===== config.mk =====
export PLATFORM = sky130hd
export DESIGN_NAME = bittiming_ctrl
export DESIGN_NICKNAME = d
export VERILOG_FILES = /design/src/rtl/bittiming_ctrl.sv
export SDC_FILE = /design/constraint.sdc
export NUM_CORES = 1
export LEC_CHECK = 0
export CORE_MARGIN = 5
export CORE_UTILIZATION = 53
export DETAILED_ROUTE_END_ITERATION = 8
export PLACE_DENSITY = 0.81
export REMOVE_ABC_BUFFERS = 1
export SYNTH_ARGS = -nofsm -noshare
export SYNTH_HDL_FRONTEND = slang
export SYNTH_SLANG_ARGS = --single-unit

===== constraint.sdc =====
create_clock -name clock -period 6.6 [get_ports clock]
set_input_delay 1.32 -clock clock [delete_from_list [all_inputs] [get_ports clock]]
set_output_delay 1.32 -clock clock [all_outputs]
set_load 0.03 [all_outputs]

===== src/rtl/bittiming_ctrl.sv =====
// CAN bit-timing sequencer: drives the tq counter controls and splits each bit into SYNC/SEG1/SEG2.
// Optional macro TRIPLE_SAMPLE_EN adds the smp_pre strobe and raises the tseg1 floor to 3.
module bittiming_ctrl #(
    parameter int CW = 4,
    parameter int SW = 2
) (
    input  logic          clock,
    input  logic          reset,
    input  logic          prescale_en,
    input  logic [CW-1:0] counto,
    input  logic [3:0]    tseg1,
    input  logic [2:0]    tseg2,
    input  logic [SW-1:0] sjw,
    input  logic          rx_edge,
    input  logic          hard_sync_en,
    output logic          increment,
    output logic          setctzero,
    output logic          setctotwo,
    output logic          sample_pt,
    output logic          bit_start,
`ifdef TRIPLE_SAMPLE_EN
    output logic          smp_pre,
`endif
    output logic [1:0]    seg
);

    typedef enum logic [1:0] {
        SEG_IDLE = 2'd0,
        SEG_SYNC = 2'd1,
        SEG_TS1  = 2'd2,
        SEG_TS2  = 2'd3
    } seg_e;

    // Internal arithmetic width: holds tseg1 + sjw and counto + sjw without overflow.
    localparam int            EW      = ((CW > 5) ? CW : 5) + 1;
    localparam logic [EW-1:0] CNT_MAX = EW'((1 << CW) - 1);
`ifdef TRIPLE_SAMPLE_EN
    localparam logic [3:0]    TSEG1_MIN = 4'd3;
`else
    localparam logic [3:0]    TSEG1_MIN = 4'd2;
`endif

    seg_e          seg_q, seg_d;
    logic [SW-1:0] ext_q, ext_d;
    logic [SW-1:0] shr_q, shr_d;
    logic          done_q, done_d;

    logic [3:0]    tseg1_eff;
    logic [2:0]    tseg2_eff;
    logic [EW-1:0] cnt_w, sjw_w, t1_w, t2_w;
    logic [SW-1:0] ext_late, ext_use, shr_use;
    logic [EW-1:0] end1_w, end2_w;
    logic          tick, hard_hit, resync_hit, early_as_sync;

    always_comb begin
        tseg1_eff = (tseg1 < TSEG1_MIN) ? TSEG1_MIN : tseg1;
        tseg2_eff = (tseg2 == 3'd0) ? 3'd1 : tseg2;
        cnt_w     = EW'(counto);
        sjw_w     = EW'(sjw);
        t1_w      = EW'(tseg1_eff);
        t2_w      = EW'(tseg2_eff);

        tick       = prescale_en & ~reset;
        hard_hit   = tick & rx_edge & hard_sync_en;
        resync_hit = tick & rx_edge & ~hard_sync_en & ~done_q &
                     ((seg_q == SEG_TS1) || (seg_q == SEG_TS2));

        // A resync edge takes effect on the segment end within the same tick.
        ext_late = (cnt_w < sjw_w) ? SW'(counto) : sjw;
        ext_use  = resync_hit ? ext_late : ext_q;
        shr_use  = resync_hit ? sjw : shr_q;

        end1_w = t1_w + EW'(ext_use);
        if (end1_w > CNT_MAX) begin
            end1_w = CNT_MAX;
        end
        end2_w = ((EW'(shr_use) + EW'(1)) >= t2_w) ? '0 : (t2_w - EW'(shr_use) - EW'(1));

        // Early edge close enough to the bit end: restart the bit as if this tq were SYNC.
        early_as_sync = resync_hit && (t2_w <= (cnt_w + sjw_w));
    end

    always_comb begin
        seg_d     = seg_q;
        ext_d     = ext_q;
        shr_d     = shr_q;
        done_d    = done_q;
        increment = 1'b0;
        setctzero = 1'b0;
        setctotwo = 1'b0;
        sample_pt = 1'b0;
        bit_start = 1'b0;
`ifdef TRIPLE_SAMPLE_EN
        smp_pre   = 1'b0;
`endif
        if (hard_hit) begin
            setctotwo = 1'b1;
            seg_d     = SEG_TS1;
            ext_d     = '0;
            shr_d     = '0;
        end else if (tick) begin
            case (seg_q)
                SEG_IDLE: begin
                    seg_d = SEG_IDLE;
                end
                SEG_SYNC: begin
                    increment = 1'b1;
                    bit_start = 1'b1;
                    seg_d     = SEG_TS1;
                    ext_d     = '0;
                    shr_d     = '0;
                    done_d    = 1'b0;
                end
                SEG_TS1: begin
                    if (resync_hit) begin
                        ext_d  = ext_late;
                        done_d = 1'b1;
                    end
`ifdef TRIPLE_SAMPLE_EN
                    smp_pre = ((cnt_w + EW'(2)) == end1_w) || ((cnt_w + EW'(1)) == end1_w);
`endif
                    if (cnt_w == end1_w) begin
                        setctzero = 1'b1;
                        sample_pt = 1'b1;
                        seg_d     = SEG_TS2;
                    end else begin
                        increment = 1'b1;
                    end
                end
                SEG_TS2: begin
                    if (early_as_sync) begin
                        done_d    = 1'b1;
                        setctotwo = 1'b1;
                        seg_d     = SEG_TS1;
                        ext_d     = '0;
                        shr_d     = '0;
                    end else if (resync_hit) begin
                        done_d = 1'b1;
                        shr_d  = sjw;
                        if (cnt_w >= end2_w) begin
                            setctzero = 1'b1;
                            seg_d     = SEG_SYNC;
                        end else begin
                            increment = 1'b1;
                        end
                    end else if (cnt_w == end2_w) begin
                        setctzero = 1'b1;
                        seg_d     = SEG_SYNC;
                    end else begin
                        increment = 1'b1;
                    end
                end
                default: begin
                    seg_d = SEG_IDLE;
                end
            endcase
        end
    end

    always_ff @(posedge clock or posedge reset) begin
        if (reset) begin
            seg_q  <= SEG_IDLE;
            ext_q  <= '0;
            shr_q  <= '0;
            done_q <= 1'b0;
        end else begin
            seg_q  <= seg_d;
            ext_q  <= ext_d;
            shr_q  <= shr_d;
            done_q <= done_d;
        end
    end

    assign seg = seg_q;

endmodule

# Word-level counts from Yosys, hierarchy flattened
# Index checks and enable logic that the tools add are counted.
[op_classes] add_sub_neg=5 magnitude_cmp=6 eq_ne=9 n_mux=52 bitwise_logic=10 n_reduce_logical=12
[ops] operator="two-way mux 2 bit" count=16
[ops] operator="two-way mux 1 bit" count=26
[ops] operator="== test 4 x 6 -> 1 bit" count=2
[ops] operator="adder 4 x 2 -> 5 bit" count=2
[ops] operator="inequality test 5 x 4 -> 1 bit, second input constant" count=2
[ops] operator="one-hot mux 2 bit (4 select lines)" count=1
[ops] operator="bitwise AND 1 bit" count=6
[ops] operator=">= comparator 4 x 6 -> 1 bit" count=1
[ops] operator="two-way mux 6 bit" count=1
[ops] operator="one-hot mux 1 bit (3 select lines)" count=2
[ops] operator="one-hot mux 2 bit (3 select lines)" count=1
[ops] operator="AND reduction 3 bit" count=2
[ops] operator="nonzero test 3 bit" count=2
[ops] operator="greater-than comparator 5 x 4 -> 1 bit, second input constant" count=1
[ops] operator="less-or-equal comparator 3 x 5 -> 1 bit" count=1
[ops] operator="two-way mux 5 bit" count=1
[ops] operator="subtractor 4 x 2 -> 5 bit, second input constant" count=1
[ops] operator="== test 2 bit, second input constant" count=2
[ops] operator="< comparator 4 x 2 -> 1 bit" count=1
[ops] operator="< comparator 4 x 2 -> 1 bit, second input constant" count=1
[ops] operator="two-way mux 4 bit" count=1
[ops] operator="NOT 1 bit" count=4
[ops] operator="one-hot mux 2 bit (2 select lines)" count=1
[ops] operator="AND reduction 4 bit" count=1
[ops] operator="15 further kinds" count=15
[word_totals] register_bits=7 input_bits=18 elab_cells=98

# Longest topological paths before layout
[depth] depth_word=17 mapped_depth=19 depth_no_buf=18

# Worst setup path before layout
# OpenSTA, ideal clock, no wires.
[synth_timing] path_kind="input to output" startpoint="in prescale_en" endpoint="out increment" arrival_time_ps=4471 setup_slack_ps=809 cell_stages=18 n_path_buf=1 path_cell_list="nor2b_1 > buf_2 > nand4_1 > mux2i_1 > inv_1 > ha_1 > inv_1 > ha_1 > a31oi_1 > or3_1 > a211oi_1 > o21ai_0 > ha_1 > nand4_1 > o21ai_0 > a31oi_1 > a21oi_2 > o22ai_1"
[synth_via] elab_chain_len=16
[synth_lines] element="start: declaration" line="9" source="input logic prescale_en,"
[synth_lines] element="bitwise AND 1 bit *" line="63" source="tick = prescale_en & ~reset;"
[synth_lines] element="bitwise AND 1 bit" line="64, 65"
[synth_lines] element="bitwise AND 1 bit (3 in series)" line="65" source="resync_hit = tick & rx_edge & ~hard_sync_en & ~done_q &"
[synth_lines] element="two-way mux 2 bit"
[synth_lines] element="subtractor 3 x 2 -> 4 bit / adder 2 x 1 -> 3 bit (equally long branches)" line="77" source="end2_w = ((EW'(shr_use) + EW'(1)) >= t2_w) ? '0 : (t2_w - EW'(shr_use) - EW'(1));"
[synth_lines] element="subtractor 4 x 2 -> 5 bit / >= comparator 3 bit (equally long branches)" line="77"
[synth_lines] element="two-way mux 6 bit" line="77"
[synth_lines] element=">= comparator 4 x 6 -> 1 bit / == test 4 x 6 -> 1 bit (equally long branches)" line="140, 146"
[synth_lines] element="two-way mux 1 bit, on equally long branches" line="140, 146"
[synth_lines] element="two-way mux 1 bit" line="137" source="end else if (resync_hit) begin"
[synth_lines] element="two-way mux 1 bit" line="131" source="if (early_as_sync) begin"
[synth_lines] element="one-hot mux 1 bit (3 select lines)" line="102" source="case (seg_q)"
[synth_lines] element="two-way mux 1 bit" line="101" source="end else if (tick) begin"
[synth_lines] element="two-way mux 1 bit *" line="96" source="if (hard_hit) begin"
[synth_lines] element="end: declaration" line="16" source="output logic increment,"
# Every way passes the cells marked *; elsewhere a longest branch is shown, timed or not.

# Final worst setup path
[layout_timing] startpoint="in sjw[1]" endpoint="out setctzero"
[layout_via] elab_chain_len=11
[layout_lines] element="start: declaration" line="13" source="input logic [SW-1:0] sjw,"
[layout_lines] element="< comparator 4 x 2 -> 1 bit / two-way mux 2 bit (equally long branches)"
[layout_lines] element="two-way mux 2 bit, or another cell as far along" line="69" source="ext_late = (cnt_w < sjw_w) ? SW'(counto) : sjw;"
[layout_lines] element="two-way mux 2 bit, or another cell as far along"
[layout_lines] element="adder 4 x 2 -> 5 bit / two-way mux 6 bit (equally long branches)" line="73, 77"
[layout_lines] element="greater-than comparator 5 x 4 -> 1 bit, or another cell as far along" line="74" source="if (end1_w > CNT_MAX) begin"
[layout_lines] element="two-way mux 5 bit, or another cell as far along" line="74"
[layout_lines] element="== test 4 x 6 -> 1 bit / two-way mux 1 bit (equally long branches)" line="122, 137"
[layout_lines] element="two-way mux 1 bit, on equally long branches" line="122, 131"
[layout_lines] element="one-hot mux 1 bit (2 select lines) *" line="102"
[layout_lines] element="two-way mux 1 bit *" line="101"
[layout_lines] element="two-way mux 1 bit *" line="96"
[layout_lines] element="end: declaration" line="17" source="output logic setctzero,"
# Marked as above.

==> impl_metrics.py <==
metrics = {
    "logic_synthesis": {
        "synth_top_family_by_area": "simple AND/OR/NAND/NOR gates",
        "synth_compound_area_frac": 0.2377,
        "synth_simple_gate_area_frac": 0.2386,
        "synthCells": 171,
        "avgSynthCellArea_um2": 7.851,
        "seq_area_frac_synth": 0.1305,
        "ys_warn_count": 0,
        "synth_xor_area_frac": 0.05871,
        "ys_seq_elements": 7,
        "postSynth.asyncResetShare": 1.000,
        "synth_fa_ha_area_frac": 0.2069,
        "synth_edf_count": 0,
        "synth.distinct_cells": 48,
        "ys.flop_type": "dfrtp_1",
        "syn_area_mm2": 0.001343,
        "synth.area.mux_share": 0.04473,
    },
    "outcome": {
        "status": "finished clean",
    },
    "floorplanning": {
        "start_util": 0.5469,
        "die_area_mm2": 0.003640,
        "fp.coreArea_mm2": 0.002455,
        "die_h_um": 60.33,
        "die_w_um": 60.33,
        "rows": 18,
        "io_pins": 25,
    },
    "clock_network": {
        "cts_tree": "built",
        "clkSlewWorstSetupHoldPaths_ns": 0.06,
        "cts_buffers": 3,
        "htree_levels": 1,
        "cts_root_buf": "clkbuf_4",
        "cts_num_sinks": 7,
        "clock_latency_ns": 0.26,
        "clock_path_buffers": 2,
    },
    "drt": {
        "viasPerCell": 5.809,
        "vias": 1365,
        "drtPass1Iterations": 4,
        "detail-route-antenna-nets": 0,
        "drc": 0,
        "wl_per_cell_um": 14.60,
        "drtIter0Drc": 57,
        "routed_wl_um": 3432,
    },
    "sta": {
        "period_minus_slack_ns": 6.205,
        "slew_viol_final": 0,
        "hold_ws_ns": 0.5570,
        "fmax_ghz": 0.1612,
        "report.final.setup_viol": 0,
        "rsz0062_at_grt": "false",
        "fin_worst_skew_ns": 0.005500,
        "finalSetupTns_ns": 0,
        "worst_pin_slew_ns": 0.5114,
        "final_hold_viol_count": 0,
        "slew_headroom": 0.6555,
        "timing.final.crit_share": 0.9402,
    },
    "placement": {
        "io_buffer_count": 24,
        "hpwl_um": 2918,
        "gp_congestion": 0.8540,
    },
    "worst_setup_path": {
        "r2r-end": "seg[1]",
        "r2r_setup_slack_ns": 3.06,
        "cp_slowest_cell": "clkdlybuf4s50_1",
        "r2r-start": "seg[1]",
        "cp_max_fo": 4,
        "critPathLaunch": "sjw[1]",
        "r2r_cells": 17,
        "crit_type": "in -> out",
        "critPathArrivalTime_ns": 4.89,
        "timing.critical_path.buf_inv": 5,
        "max_stage_delay_ns": 0.48,
        "crit_required_ns": 5.28,
        "startpoint_type": "input port",
        "cp-end-kind": "output pin",
        "path_delay_family": "adder cells",
        "crit_chain": "clkdlybuf4s50_1 -> inv_1 -> ha_1 -> inv_1 -> o21ai_0 -> buf_4 -> mux2i_1 -> o21ai_0 -> ha_1 -> fa_1 -> nand3b_1 -> o211ai_1 -> xnor2_1 -> a211oi_1 -> and4b_1 -> a31o_1 -> clkbuf_2",
    },
    "global_routing": {
        "grt_max_degree": 13,
        "antenna_found_initial": 0,
        "grt_overflow": 0,
        "grt_pass1_wl_um": 5761,
        "first_global_vias": 1349,
        "grtUsageTotal": 0.2031,
    },
    "cells_and_area": {
        "drive_above_1_share": 0.1415,
        "n_fill_cell": 211,
        "final_common_cell": "clkdlybuf4s50_1",
        "final_nets": 245,
        "final_core_utilization": 0.6962,
        "layout_common_cells": "clkdlybuf4s50_1, ha_1, inv_1",
        "areaGrowthSynthToFinish_pct": 27.31,
        "num_antenna_cells": 0,
    },
    "power_and_ir_drop": {
        "power_density_mw_per_mm2": 166.9,
        "peakVddDrop_mv": 0.1491,
        "p_leak_nw": 0.8334,
    },
    "min_path": {
        "holdPathStages": 2,
        "min_from": "ext_q[0]",
        "holdPathEnd": "ext_q[0]",
        "worstHoldPathType": "reg -> reg",
    },
    "job": {
        "drv_cap": 0,
    },
}
-- kinds of logic after synthesis --
group           after synthesis
fa+ha+maj                    21
simple gates                 56
xor+xnor                      9
compound gates               45
buf+inv                      27
flops                         7
mux                           6
-- per-stage QoR --
| step | instance area, um^2 | std cells | worst slack [ns] | total power [mW] |
|---|---|---|---|---|
| finish | 1709 | 235 | 0.3946 | 0.2852 |
| global route | 1709 | 235 | 0.1170 | 0.3082 |
| global placement | 1684 | 231 | 0.01826 | 0.2314 |
| detailed placement | 1684 | 231 | -0.05630 | 0.2415 |
| CTS | 1713 | 235 | 0.2128 | 0.2860 |
| floorplan | 1299 | 162 | 0.4565 | 0.1792 |
-- power breakdown --
| group | total [mW] | internal (mW) | switching (mW) |
|---|---|---|---|
| combinational | 0.181 | 0.0890 | 0.0922 |
| clock | 0.0430 | 0.0233 | 0.0197 |
| sequential | 0.0611 | 0.0498 | 0.0113 |
| total | 0.285 | 0.162 | 0.123 |
-- flip-flops by register name, summed over array words and instances (netlist names) --
signal / count
shr_q: 2
done_q: 1
ext_q: 2
seg: 2
-- cell type report --
class	instances	area, um^2	share of cell area
clock buffers	4	26.28	0.01537
well taps	30	37.54	0.02196
repair buffers	39	342.8	0.2006
inverters	18	67.56	0.03953
multi-input cells	137	1060	0.6201
flip-flops and latches	7	175.2	0.1025
-- tightest hold or removal path, cell delays in order (launching register included) --
cell and delay, ns:
dfrtp_1 0.39, nand2_1 0.06, mux2i_1 0.06
-- routing by layer --
layer  share of wire  up-vias  global-route usage  routed length [um]
met3           0.043        4             0.01489                 147
met5               0        -                   0                   0
met1            0.42      649              0.2461                1438
met4          0.0055        0             0.04430                  19
li1                -      676                   -                   -
met2            0.53       36              0.3873                1827
-- repair_timing --
| item | 4_1_cts | 5_1_grt |
|---|---|---|
| setup endpoints to repair | 1 | 1 |
| hold buffers | 0 | 0 |
| resized for setup | 2 | 2 |
| setup buffers | 0 | 0 |
| pin swaps | 0 | 0 |
-- how the worst max path moves through the flow --
stage,to,cells past startpoint,slack (ns)
2_1_floorplan,increment,17,0.46
3_3_place_gp,setctzero,19,0.02
3_5_place_dp,setctzero,19,-0.06
4_1_cts,setctzero,17,0.21
5_1_grt,setctzero,17,0.12
6_report,setctzero,17,0.39
-- synthesized netlist by cell type, types with 6 or more instances --
library cell | count | share of area
a21oi_1 | 6 | 0.022
clkbuf_1 | 6 | 0.017
dfrtp_1 | 7 | 0.13
ha_1 | 19 | 0.18
inv_1 | 18 | 0.050
mux2i_1 | 6 | 0.045
nand2_1 | 15 | 0.042
nand2b_1 | 7 | 0.033
nor2b_1 | 6 | 0.028
o21ai_0 | 11 | 0.041
xnor2_1 | 9 | 0.059
(Power assumes the default switching activity.)
